[config.mk]
export PLATFORM = sky130hd
export DESIGN_NAME = fios_row_sequencer
export DESIGN_NICKNAME = d
export VERILOG_FILES = /design/src/rtl/fios_row_sequencer.sv
export SDC_FILE = /design/constraint.sdc
export NUM_CORES = 1
export LEC_CHECK = 0
export ABC_AREA = 1
export CAP_MARGIN = 20
export CORE_ASPECT_RATIO = 0.6
export CORE_MARGIN = 4
export CORE_UTILIZATION = 33
export DETAILED_ROUTE_END_ITERATION = 12
export GPL_ROUTABILITY_DRIVEN = 0
export HOLD_SLACK_MARGIN = 0.08
export PLACE_DENSITY = 0.8
export SYNTH_ARGS = -nofsm -noshare
export SYNTH_HDL_FRONTEND = slang
export SYNTH_SLANG_ARGS = --single-unit
[constraint.sdc]
create_clock -name clock_i -period 2.1 [get_ports clock_i]
set_input_delay 0.42 -clock clock_i [delete_from_list [all_inputs] [get_ports clock_i]]
set_output_delay 0.42 -clock clock_i [all_outputs]
set_load 0.1 [all_outputs]
[src/rtl/fios_row_sequencer.sv]
// fios_row_sequencer: issue-side controller for one FIOS row R = A*b + C on a
// 17-bit-limb DSP multiply-accumulate slice. Reads A/C limbs, drives the slice
// with per-register-level skew, and collects one result limb per cycle.
// Optional feature macro: FIOS_ROW_CARRY_OUT_EN (issue a flush slot so the final
// carry is emitted as an extra result limb).
module fios_row_sequencer #(
    parameter int unsigned ABREG = 1,
    parameter int unsigned MREG  = 1,
    parameter int unsigned LIMBS = 8
) (
    input  logic                       clock_i,
    input  logic                       reset_i,
    input  logic                       start_i,
    input  logic [16:0]                b_i,
    output logic                       ready_o,
    output logic                       rd_en_o,
    output logic [$clog2(LIMBS)-1:0]   rd_addr_o,
    input  logic [16:0]                a_data_i,
    input  logic [16:0]                c_data_i,
    output logic [16:0]                dsp_A_o,
    output logic [16:0]                dsp_B_o,
    output logic [33:0]                dsp_C_o,
    output logic                       dsp_CREG_en_o,
    output logic [8:0]                 dsp_OPMODE_o,
    input  logic [33:0]                dsp_P_i,
    output logic                       res_valid_o,
    output logic [16:0]                res_limb_o,
    output logic [$clog2(LIMBS+1)-1:0] res_idx_o,
    output logic                       done_o
);

    localparam int unsigned AW            = $clog2(LIMBS);
    localparam int unsigned IW            = $clog2(LIMBS + 1);
    localparam int unsigned DSP_REG_LEVEL = 1 + ABREG + MREG;
    // OPMODE/C must meet the multiplier output, which lags A/B by ABREG+MREG.
    localparam int unsigned SKEW          = ABREG + MREG - 1;
`ifdef FIOS_ROW_CARRY_OUT_EN
    localparam int unsigned NUM_RES       = LIMBS + 1;
`else
    localparam int unsigned NUM_RES       = LIMBS;
`endif

    localparam logic [8:0] OP_FIRST = 9'b11_000_0101;  // M + C
    localparam logic [8:0] OP_MID   = 9'b11_110_0101;  // M + C + P>>17
    localparam logic [8:0] OP_FLUSH = 9'b00_110_0000;  // P>>17

    typedef enum logic [1:0] {StIdle, StRead, StFlush, StDrain} state_e;

    state_e                   state_q, state_d;
    logic [AW-1:0]            addr_q, addr_d;
    logic [16:0]              b_q, b_d;
    logic                     issue_q, issue_d;
    logic                     first_q, first_d;
    logic                     flush_q, flush_d;
    logic [DSP_REG_LEVEL-1:0] vld_q, vld_d;
    logic [IW-1:0]            res_idx_q, res_idx_d;

    logic [8:0]               slot_op;
    logic [33:0]              slot_c;
    logic                     slot_creg;

    // Upper P bits are the slice's own carry path; only the low limb is collected.
    logic unused_p_hi;
    assign unused_p_hi = ^dsp_P_i[33:17];

    // Row FSM: next state, read strobe, B latch.
    always_comb begin
        state_d   = state_q;
        addr_d    = addr_q;
        b_d       = b_q;
        ready_o   = 1'b0;
        rd_en_o   = 1'b0;
        rd_addr_o = '0;
        case (state_q)
            StIdle: begin
                ready_o = 1'b1;
                if (start_i) begin
                    b_d     = b_i;
                    addr_d  = '0;
                    state_d = StRead;
                end
            end
            StRead: begin
                rd_en_o   = 1'b1;
                rd_addr_o = addr_q;
                if (addr_q == AW'(LIMBS - 1)) begin
                    addr_d  = '0;
`ifdef FIOS_ROW_CARRY_OUT_EN
                    state_d = StFlush;
`else
                    state_d = StDrain;
`endif
                end else begin
                    addr_d = addr_q + 1'b1;
                end
            end
            StFlush: state_d = StDrain;
            StDrain: if (done_o) state_d = StIdle;
            default: state_d = StIdle;
        endcase
    end

    // Slot markers: an issue slot follows each read by one cycle (read latency).
    always_comb begin
        issue_d = (state_q == StRead);
        first_d = (state_q == StRead) && (addr_q == '0);
`ifdef FIOS_ROW_CARRY_OUT_EN
        flush_d = (state_q == StFlush);
`else
        flush_d = 1'b0;
`endif
    end

    // Per-slot A, OPMODE, C and CREG enable before skew.
    always_comb begin
        dsp_A_o   = '0;
        slot_op   = '0;
        slot_c    = '0;
        slot_creg = 1'b0;
        if (issue_q) begin
            dsp_A_o   = a_data_i;
            slot_c    = {17'b0, c_data_i};
            slot_creg = 1'b1;
            slot_op   = first_q ? OP_FIRST : OP_MID;
        end else if (flush_q) begin
            slot_op = OP_FLUSH;
        end
    end

    assign dsp_B_o = b_q;

    generate
        if (SKEW == 0) begin : g_no_skew
            assign dsp_OPMODE_o  = slot_op;
            assign dsp_C_o       = slot_c;
            assign dsp_CREG_en_o = slot_creg;
        end else begin : g_skew
            logic [SKEW-1:0][8:0]  op_q, op_d;
            logic [SKEW-1:0][33:0] c_q, c_d;
            logic [SKEW-1:0]       creg_q, creg_d;

            // Shift OPMODE/C/CREG_en down the skew line.
            always_comb begin
                op_d      = op_q;
                c_d       = c_q;
                creg_d    = creg_q;
                op_d[0]   = slot_op;
                c_d[0]    = slot_c;
                creg_d[0] = slot_creg;
                for (int i = 1; i < int'(SKEW); i++) begin
                    op_d[i]   = op_q[i-1];
                    c_d[i]    = c_q[i-1];
                    creg_d[i] = creg_q[i-1];
                end
            end

            // Skew line registers, cleared on reset so an aborted row leaves nothing behind.
            always_ff @(posedge clock_i or posedge reset_i) begin
                if (reset_i) begin
                    op_q   <= '0;
                    c_q    <= '0;
                    creg_q <= '0;
                end else begin
                    op_q   <= op_d;
                    c_q    <= c_d;
                    creg_q <= creg_d;
                end
            end

            assign dsp_OPMODE_o  = op_q[SKEW-1];
            assign dsp_C_o       = c_q[SKEW-1];
            assign dsp_CREG_en_o = creg_q[SKEW-1];
        end
    endgenerate

    // Result-valid line tracks each issued slot through the slice pipeline.
    always_comb begin
        vld_d = {vld_q[DSP_REG_LEVEL-2:0], issue_q | flush_q};
    end

    assign res_valid_o = vld_q[DSP_REG_LEVEL-1];
    assign res_limb_o  = res_valid_o ? dsp_P_i[16:0] : '0;
    assign res_idx_o   = res_valid_o ? res_idx_q : '0;
    assign done_o      = res_valid_o && (res_idx_q == IW'(NUM_RES - 1));

    // Result index restarts on each accepted start.
    always_comb begin
        res_idx_d = res_idx_q;
        if (state_q == StIdle && start_i) begin
            res_idx_d = '0;
        end else if (res_valid_o) begin
            res_idx_d = res_idx_q + 1'b1;
        end
    end

    // State registers.
    always_ff @(posedge clock_i or posedge reset_i) begin
        if (reset_i) begin
            state_q   <= StIdle;
            addr_q    <= '0;
            b_q       <= '0;
            issue_q   <= 1'b0;
            first_q   <= 1'b0;
            flush_q   <= 1'b0;
            vld_q     <= '0;
            res_idx_q <= '0;
        end else begin
            state_q   <= state_d;
            addr_q    <= addr_d;
            b_q       <= b_d;
            issue_q   <= issue_d;
            first_q   <= first_d;
            flush_q   <= flush_d;
            vld_q     <= vld_d;
            res_idx_q <= res_idx_d;
        end
    end

endmodule

==> key figures, run 1 <==
Setup path
  – Req. time, crit path: 1680 ps
  – R2R cell count: 5
  – WS Path Type: flop to output pin
  – Reg2Reg Setup Slack: 620 ps
  – WP data arrival: roughly 1500 ps
  – Startpoint Class: flop
  – Crit. End Element: output pin
  – Worst r2r dst: addr_q[0]
  – Reg2reg start: state_q[0]
  – Crit path max fanout: 9

Status
  – Status: finished, final reports clean

GRT
  – First-pass GRT wire length: 10.37 mm
  – Number of global-route vias before repair: about 2100
  – Antenna violations before repair: 0
  – GRT overflow: 0
  – Largest net degree at the start of global routing: 37
  – GR Util All Layers: between 10% and 20%

Finish
  – # diodes: 0
  – Nets@finish: 560
  – Area Overhead vs Synth: 82.89%
  – Fraction of layout cells with a size suffix above 1: between 20% and 30%

Floorplan
  – # IOs: between 150 and 200
  – Core outline area: about 0.0073 mm²
  – Row count: 24
  – Die area: between 0.008 and 0.009 mm²
  – Die Ht: 75.03 µm
  – Die Width: 119.7 µm
  – Initial core utilization: between 30% and 40%

Worst hold path
  – HP Class: flop to flop
  – Hold EP: vld_q[2]
  – Min-delay src: vld_q[1]
  – Hold Crit Depth: 0

Detailed routing
  – Vias/cell: slightly below 4
  – Highest routed metal layer: met4
  – Iteration-0 DRC Markers: 120
  – Wl on met1: roughly 2.7 mm
  – Routed length per instance: 11.87 µm
  – Vias: roughly 2200
  – Detailed route wirelength on metal3: 509 µm
  – Routed WL: 6.754 mm
  – DR pass1 iterations: 4
  – Final ANT Viol Nets: 0
  – DRC violation count after routing: 0
  – Met2 WL post-DR: 3.489 mm

Yosys
  – Most common cell in the netlist: nand2_1
  – Synth Flop Type: dfrtp_1
  – Seq cells post-synth: 49
  – Synth Area per Inst: 7.870 µm²
  – Top cells by area, synth: dfrtp_1 (50%), nand2_1 (18%), inv_1 (11%)
  – Post-synth top area cell: dfrtp_1
  – Synth warnings: 0
  – EDFF count, synth: 0
  – Synth top area share: 49.62%
  – Distinct cells, synth: 20
  – Post-synth ARST share: 100.0%
  – Seq/Total Area, Yosys: 49.62%
  – Mapped Area: around 0.0025 mm²
  – Post-synth top cells: nand2_1 (119), inv_1 (74), dfrtp_1 (49), buf_4 (25), ha_1 (8)
  – Cells after Synth: between 300 and 400

Timing
  – Fin crit share: 90.57%
  – RSZ-0062 raised after global routing: no
  – Slew Limit Fails: 0
  – Fmax: around 530 MHz
  – TNS Setup: 0 ps
  – Final Skew: roughly 3.8 ps
  – Setup WS post-layout: 198.1 ps
  – Final count of hold timing violations: 0
  – Final Setup Violations: 0
  – Tmin final: roughly 1900 ps

Clocking
  – Sinks on Clock Net: between 40 and 50
  – Clk slew on worst S/H paths: approximately 60 ps
  – CTS hold repair buffers: 0
  – Clock Root Buffer: clkbuf_16
  – CTS buffer count: 5
  – Htree depth: 2
  – Clock insertion delay at the later pin of the skew report: ~280 ps
  – Post-CTS Setup Bufs: 0
  – Clk buf depth: 2
  – Post-cts sizing count: 0
  – TritonCTS clock tree: built

Placement
  – I/O Buffers: ~160
  – Detail Placement HPWL: approximately 5.6 mm
  – Pre-CTS setup slack: ~440 ps

Flow run
  – Reported max-cap violation count: 0
layer usage:
| metal | track usage, % | up-vias |
|---|---|---|
| met1 | 17.69 | 986 |
| met5 | 0 | - |
| met4 | 1.904 | 0 |
| li1 | - | 1136 |
| met3 | 5.255 | 2 |
| met2 | 25.81 | 68 |
area by class of cell:
class | count | area [µm²]
fill | 597 | 2748
timing repair buffer | 159 | 1944
sequential | 49 | 1227
multi-input combinational | 173 | 768.2
inverter | 76 | 305.3
tap | 104 | 130.1
clock buffer | 6 | 128.9
clock inverter | 2 | 15.01
flip-flops by register name (all words and copies together) (netlist names):
register / count
vld_q: 3
dsp_C_o: 17
first_q: 1
issue_q: 1
dsp_OPMODE_o: 1
dsp_B_o: 17
state_q: 2
addr_q: 3
res_idx_q: 4
critical path, stage by stage (launching register included):
cell and delay (ps):
dfrtp_1 410, inv_1 100, ha_2 300, nand2_1 120, clkinvlp_4 100, buf_12 170
through the flow:
stage | instances | util, % | area, µm² | hold WS, ps
floorplan | 333 | - | 2561 | 331.1
global placement | 561 | 60.21 | 4375 | 332.5
detailed placement | 561 | 60.21 | 4375 | 335.5
CTS | 569 | 62.19 | 4519 | 350.7
global route | 569 | 62.19 | 4519 | 364.4
finish | 569 | 62.19 | 4519 | 347.3
cell families (layout without fill, tap and decap cells):
logic type / Yosys count / in the layout / synth area share, %
AO/OA/AOI/OAI: 10 / 10 / 2.177
buffers and inverters: 111 / 243 / 22.28
AND/OR/NAND/NOR: 135 / 135 / 21.72
adder cells (fa/ha/maj): 8 / 8 / 4.051
other: 1 / 20 / 0.1518
flip-flops: 49 / 49 / 49.62
layout by cell type (no fill, tap or decap), drive strengths merged:
| cell | netlist | final |
|---|---|---|
| nand2 | 123 | 123 |
| buf | 35 | 89 |
| inv | 76 | 72 |
| clkdlybuf4s50 | 0 | 70 |
| dfrtp | 49 | 49 |
| conb | 1 | 20 |
| ha | 8 | 8 |
| o21ai | 8 | 8 |
| nor2 | 6 | 6 |
| clkinvlp | 0 | 6 |
| clkbuf | 0 | 6 |
| nand3 | 5 | 5 |
| a21oi | 2 | 2 |
| nor3b | 1 | 1 |
worst max path at each step:
stage	to	slack [ps]	depth (start not counted)	from
final	rd_addr_o[2]	200	5	state_q[1]
after CTS	rd_addr_o[2]	180	5	state_q[1]
after global routing	rd_addr_o[0]	90	5	state_q[1]
after detailed placement	dsp_A_o[13]	440	4	a_data_i[13]
after floorplan	res_limb_o[0]	0.9	4	vld_q[2]
after global placement	dsp_A_o[8]	470	4	a_data_i[8]
Power of run 1 is left out: the tool's default activity adds up to more than one toggle a clock period on the data nets, which glitch-free logic cannot reach.
==> inputs of run 2 (changes only) <==
--- a/config.mk
+++ b/config.mk
@@ -7,13 +7,14 @@
 export LEC_CHECK = 0
 export ABC_AREA = 1
 export CAP_MARGIN = 20
+export CELL_PAD_IN_SITES_DETAIL_PLACEMENT = 1
+export CELL_PAD_IN_SITES_GLOBAL_PLACEMENT = 1
 export CORE_ASPECT_RATIO = 0.6
-export CORE_MARGIN = 4
-export CORE_UTILIZATION = 33
+export CORE_UTILIZATION = 22
 export DETAILED_ROUTE_END_ITERATION = 12
 export GPL_ROUTABILITY_DRIVEN = 0
 export HOLD_SLACK_MARGIN = 0.08
-export PLACE_DENSITY = 0.8
+export PLACE_DENSITY = 0.81
 export SYNTH_ARGS = -nofsm -noshare
 export SYNTH_HDL_FRONTEND = slang
 export SYNTH_SLANG_ARGS = --single-unit
==> key figures, run 2 (same netlist as run 1, synthesis figures left out) <==
Status
  – Status: finished with violations
  – Violated checks: design-rule violations

Setup path
  – Critical Path Start: state_q[1]
  – Reg2Reg Setup Slack: 500 ps (-120 ps)
  – WS Path Type: flop to output pin
  – WP data arrival: 1510 ps (+30 ps)
  – Worst r2r dst: addr_q[1]
  – Req. time, crit path: 1680 ps (about the same)
  – Crit. End Element: output pin
  – Reg2reg start: state_q[0]
  – R2R cell count: 6 (+1)
  – Crit path max fanout: 9 (unchanged)
  – Startpoint Class: flop

Detailed routing
  – Met2 WL post-DR: 3.701 mm (+6.1%)
  – Routed WL: 7.635 mm (+13%)
  – Routed length per instance: 12.64 µm (+6.5%)
  – DR pass1 iterations: 8 (+4)
  – Iteration-0 DRC Markers: 39 (-68%)
  – Wl on met1: 3.429 mm (+25%)
  – Final ANT Viol Nets: 0 (unchanged)
  – DRC violation count after routing: 8 (+8)
  – Vias: 2298 (+4.8%)
  – Detailed route wirelength on metal3: 481 µm (-5.5%)
  – Highest routed metal layer: met4
  – Vias/cell: 3.805 (-1.2%)

Worst hold path
  – Min-delay src: vld_q[1]
  – HP Class: flop to flop
  – Hold EP: vld_q[2]
  – Hold Crit Depth: 0 (unchanged)

Floorplan
  – Initial core utilization: 23.01% (-11 points)
  – Row count: 29 (+21%)
  – # IOs: 194 (unchanged)
  – Die Ht: 84.10 µm (+12%)
  – Die area: 0.01167 mm² (+30%)
  – Core outline area: 0.01074 mm² (+48%)
  – Die Width: 138.8 µm (+16%)

Clocking
  – Post-CTS Setup Bufs: 0 (unchanged)
  – CTS buffer count: 5 (unchanged)
  – Post-cts sizing count: 0 (unchanged)
  – CTS hold repair buffers: 0 (unchanged)
  – Clock insertion delay at the later pin of the skew report: 290 ps (about the same)
  – Clk slew on worst S/H paths: 70 ps (about the same)
  – Htree depth: 2 (unchanged)
  – TritonCTS clock tree: built
  – Clk buf depth: 2 (unchanged)
  – Clock Root Buffer: clkbuf_16
  – Sinks on Clock Net: 49 (unchanged)

Finish
  – Area Overhead vs Synth: 84.91%
  – Nets@finish: 560 (unchanged)
  – Fillcell total: 1234 (+110%)
  – Register Area: 0.001227 mm² (unchanged)
  – Fin util: 42.54% (-20 points)
  – Commonest non-fill, non-tap cells in the layout: nand2_1 (119), clkdlybuf4s50_1 (70), inv_1 (69)
  – # diodes: 0 (unchanged)
  – Fraction of layout cells with a size suffix above 1: 23.87% (+0.22 points)
  – Multi-input gate area: 768.2 µm² (unchanged)
  – Most common cell after layout, fill and taps aside: nand2_1

GRT
  – First-pass GRT wire length: 12.43 mm (+20%)
  – Number of global-route vias before repair: 2485 (+18%)
  – Largest net degree at the start of global routing: 50 (+35%)
  – Antenna violations before repair: 0 (unchanged)
  – GRT overflow: 0 (unchanged)
  – GR Util All Layers: 13.53% (-0.94 points)

Timing
  – Fin crit share: 91.97% (+1.4 points)
  – Setup WS post-layout: 168.6 ps (-29.47 ps)
  – Final Setup Violations: 0 (unchanged)
  – RSZ-0062 raised after global routing: no
  – Fmax: 517.8 MHz (-1.5%)
  – Final count of hold timing violations: 0 (unchanged)
  – TNS Setup: 0 ps (unchanged)
  – Tmin final: 1931 ps (+29.47 ps)
  – Final Skew: 2.217 ps (-1.548 ps)
  – Slew Limit Fails: 0 (unchanged)

Placement
  – Detail Placement HPWL: 6.322 mm (+12%)
  – I/O Buffers: 156 (unchanged)
  – Pre-CTS setup slack: 412.6 ps (-30.35 ps)

Flow run
  – Reported max-cap violation count: 0 (unchanged)
[run 2: per-layer routing]
metal	global-route usage, %	up-vias
li1	-	1135
met1	17.32	1095
met2	22.68	66
met3	4.360	2
met4	1.919	0
met5	0	-
[run 2: area by class of cell]
cell class / count / area share, %
timing repair buffer: 159 / 42.55
sequential: 49 / 26.86
multi-input combinational: 173 / 16.81
inverter: 76 / 6.681
tap: 139 / 3.806
clock buffer: 5 / 2.738
clock inverter: 3 / 0.5476
[run 2: worst max path at each step]
| stage | to | slack, ps | depth (start not counted) |
|---|---|---|---|
| after floorplan | res_limb_o[0] | 0.9 | 4 |
| after global placement | dsp_A_o[9] | 470 | 4 |
| after detailed placement | dsp_A_o[7] | 410 | 4 |
| after CTS | rd_addr_o[1] | 140 | 5 |
| after global routing | rd_addr_o[1] | 50 | 5 |
| final | rd_addr_o[1] | 170 | 5 |
[run 2: worst max-delay path, cell delays in order, from the launching register on]
cell and delay, ps:
dfrtp_1 410, inv_1 100, ha_2 310, nand2_1 140, clkinvlp_4 100, buf_12 160
[run 2: metrics by stage]
stage               instance area, µm²  hold WS, ps  std cells
CTS                               4569        353.7        604
global route                      4569        372.0        604
finish                            4569        351.1        604
global placement                  4419        338.6        596
detailed placement                4419        337.1        596
floorplan                         2561        331.1        333
Power of run 2 is left out for the same reason.
==> inputs of run 3 (changes only) <==
--- a/config.mk
+++ b/config.mk
@@ -5,12 +5,11 @@
 export SDC_FILE = /design/constraint.sdc
 export NUM_CORES = 1
 export LEC_CHECK = 0
-export ABC_AREA = 1
 export CAP_MARGIN = 20
 export CELL_PAD_IN_SITES_DETAIL_PLACEMENT = 1
 export CELL_PAD_IN_SITES_GLOBAL_PLACEMENT = 1
 export CORE_ASPECT_RATIO = 0.6
-export CORE_UTILIZATION = 22
+export CORE_UTILIZATION = 23
 export DETAILED_ROUTE_END_ITERATION = 12
 export GPL_ROUTABILITY_DRIVEN = 0
 export HOLD_SLACK_MARGIN = 0.08
==> key figures, run 3 <==
Detailed routing
  – Vias/cell: 3.869 (+1.7%)
  – Routed length per instance: 14.01 µm (+11%)
  – Final ANT Viol Nets: 0 (unchanged)
  – Iteration-0 DRC Markers: 25 (-36%)
  – Routed WL: 6.851 mm (-10%)
  – Vias: 1892 (-18%)
  – DRC violation count after routing: 0 (-8)
  – DR pass1 iterations: 4 (-4)

Clocking
  – CTS buffer count: 5 (unchanged)
  – Htree depth: 2 (unchanged)
  – TritonCTS clock tree: built
  – Clock Root Buffer: clkbuf_16
  – Clk slew on worst S/H paths: 70 ps (about the same)
  – CTS hold repair buffers: 0 (unchanged)
  – Clk buf depth: 2 (unchanged)
  – Clock insertion delay at the later pin of the skew report: 280 ps (about the same)
  – Post-CTS Setup Bufs: 0 (unchanged)
  – Post-cts sizing count: 0 (unchanged)
  – Sinks on Clock Net: 49 (unchanged)

Placement
  – I/O Buffers: 156 (unchanged)
  – Post-DP Area: 0.004347 mm² (-1.6%)
  – Detail Placement HPWL: 5.711 mm (-9.7%)
  – Pre-CTS setup slack: 246.7 ps (-165.9 ps)

Setup path
  – Critical path's slowest cell: dfrtp_1
  – Crit-path most repeated cell: inv_1
  – Startpoint Class: flop
  – Crit-path cells: inv_1 > ha_4 > inv_1 > nor2_4 > buf_12
  – WS Path Type: flop to output pin
  – Worst r2r dst: state_q[1]
  – Req. time, crit path: 1680 ps (about the same)
  – R2R cell count: 5 (-1)
  – Reg2reg start: state_q[0]
  – Reg2Reg Setup Slack: 360 ps (-140 ps)
  – WP data arrival: 1520 ps (about the same)
  – CP peak stage delay: 420 ps (about the same)
  – Critical path buffers and inverters: 3 (unchanged)
  – Crit path max fanout: 8 (-1)
  – Crit. End Element: output pin
  – Crit-path leading delay family: buffers and inverters

Floorplan
  – Die Ht: 80.32 µm (-4.5%)
  – Die area: 0.01064 mm² (-8.8%)
  – Initial core utilization: 23.80% (+0.79 points)
  – Core outline area: 0.009879 mm² (-8.0%)
  – # IOs: 194 (unchanged)
  – Row count: 28 (-3.4%)
  – Die Width: 132.5 µm (-4.5%)

Timing
  – Final Skew: 5.013 ps (+2.796 ps)
  – Fin crit share: 92.34% (+0.37 points)
  – Setup WS post-layout: 160.9 ps (-7.714 ps)
  – Final hold slack: 363.8 ps (+12.61 ps)
  – Final count of hold timing violations: 0 (unchanged)
  – Slew Limit Fails: 0 (unchanged)
  – Final Setup Violations: 0 (unchanged)
  – RSZ-0062 raised after global routing: no
  – Tmin final: 1939 ps (+7.714 ps)
  – Fmax: 515.7 MHz (-0.40%)
  – TNS Setup: 0 ps (unchanged)

Yosys
  – Synth warnings: 0 (unchanged)
  – Synth top area share: 52.16% (+2.5 points)
  – Most common cell in the netlist: and2_1
  – Synth Area per Inst: 11.70 µm² (+49%)
  – Seq cells post-synth: 49 (unchanged)
  – EDFF count, synth: 0 (unchanged)
  – Post-synth ARST share: 100.0% (unchanged)
  – Seq/Total Area, Yosys: 52.16% (+2.5 points)
  – Distinct cells, synth: 26 (+30%)
  – Top cells by area, synth: dfrtp_1 (52%), and2_1 (15%), buf_4 (8.3%)
  – Post-synth top area cell: dfrtp_1
  – Mapped Area: 0.002351 mm² (-4.9%)
  – Cells after Synth: 201 (-36%)
  – Synth Flop Type: dfrtp_1
  – Post-synth top cells: and2_1 (55), dfrtp_1 (49), buf_4 (26), mux2_2 (17)

GRT
  – First-pass GRT wire length: 11.05 mm (-11%)
  – Largest net degree at the start of global routing: 37 (-26%)
  – Met1 GRT Util: 16.14% (-1.2 points)
  – Grt met2 use: 23.32% (+0.63 points)
  – Number of global-route vias before repair: 2086 (-16%)
  – GR Util All Layers: 13.45% (-0.083 points)
  – GRT busiest layer: met2
  – GRT overflow: 0 (unchanged)
  – Antenna violations before repair: 0 (unchanged)
  – Met3 Usage GRT: 4.798% (+0.44 points)

Finish
  – Most common cell after layout, fill and taps aside: clkdlybuf4s50_1
  – Fraction of layout cells with a size suffix above 1: 41.24% (+17 points)
  – # diodes: 0 (unchanged)
  – Fin util: 45.74% (+3.2 points)
  – Post-route cell area: 0.004519 mm² (-1.1%)
  – Commonest non-fill, non-tap cells in the layout: clkdlybuf4s50_1 (70), dfrtp_1 (48), buf_12 (45), buf_4 (45), and2_1 (34)
  – Area Overhead vs Synth: 92.23%
  – Nets@finish: 449 (-20%)

Worst hold path
  – Hold Crit Depth: 0 (unchanged)
  – HP Class: flop to flop
  – Min-delay src: vld_q[1]
  – Hold EP: vld_q[2]

Pwr
  – Pwr dens: a little under 500 mW/mm²
  – LEAKAGE: about 2.1 nW
  – Worst vdd ir: about 350 µV

Flow run
  – Reported max-cap violation count: 0 (unchanged)

Status
  – Status: finished, final reports clean
-- run 3: cell families (layout without fill, tap and decap cells) --
kind of cell | Yosys count | in the layout | share of synthesized area (%)
AND/OR/NAND/NOR | 69 | 69 | 17.94
other | 1 | 20 | 0.1595
adder cells (fa/ha/maj) | 8 | 8 | 4.258
buffers and inverters | 42 | 176 | 11.55
XOR/XNOR | 3 | 3 | 1.118
flip-flops | 49 | 49 | 52.16
AO/OA/AOI/OAI | 8 | 8 | 2.767
multiplexers | 21 | 21 | 10.06
-- run 3: where the power goes --
group	leakage, nW	internal (mW)	switching (mW)	total, mW
registers	0.657	0.944	0	0.944
clock network	0.0841	0.595	0.334	0.929
logic	1.39	0.116	0.193	0.309
-- run 3: through the flow --
stage | cells | power, mW
final | 489 | 2.181
after global routing | 489 | 2.275
after CTS | 489 | 2.224
after detailed placement | 481 | 1.273
after global placement | 481 | 1.268
after floorplan | 220 | 1.162
-- run 3: worst max-delay path by stage --
| stage | startpoint | end | slack (ps) | depth (start not counted) |
|---|---|---|---|---|
| 2_1_floorplan | state_q[1] | state_q[1] | 30 | 6 |
| 3_3_place_gp | start_i | dsp_B_o[4] | 290 | 3 |
| 5_1_grt | state_q[1] | rd_addr_o[1] | 80 | 5 |
| 6_report | state_q[1] | rd_addr_o[1] | 160 | 5 |
| 3_5_place_dp | start_i | dsp_B_o[15] | 250 | 3 |
| 4_1_cts | state_q[1] | rd_addr_o[1] | 130 | 5 |
-- run 3: worst register-to-register path, stage by stage (launching register included) --
cell and delay (ps):
dfrtp_1 450, inv_1 120, ha_2 330, or2b_1 300, o221a_4 140, mux2_4 290
-- run 3: area by class of cell --
cell class,count,area (µm²)
clock buffer,7,142.6
clock inverter,1,30.03
fill,1070,5360
inverter,8,30.03
multi-input combinational,129,980.9
sequential,49,1227
tap,135,168.9
timing repair buffer,160,1939
-- run 3: metal layers --
layer | part of all wire, % | up-vias
met5 | 0 | -
met4 | 0.42 | 0
met3 | 8.1 | 2
met2 | 49 | 88
met1 | 42 | 909
li1 | - | 893
No activity file was read; power rests on OpenSTA's default activity.
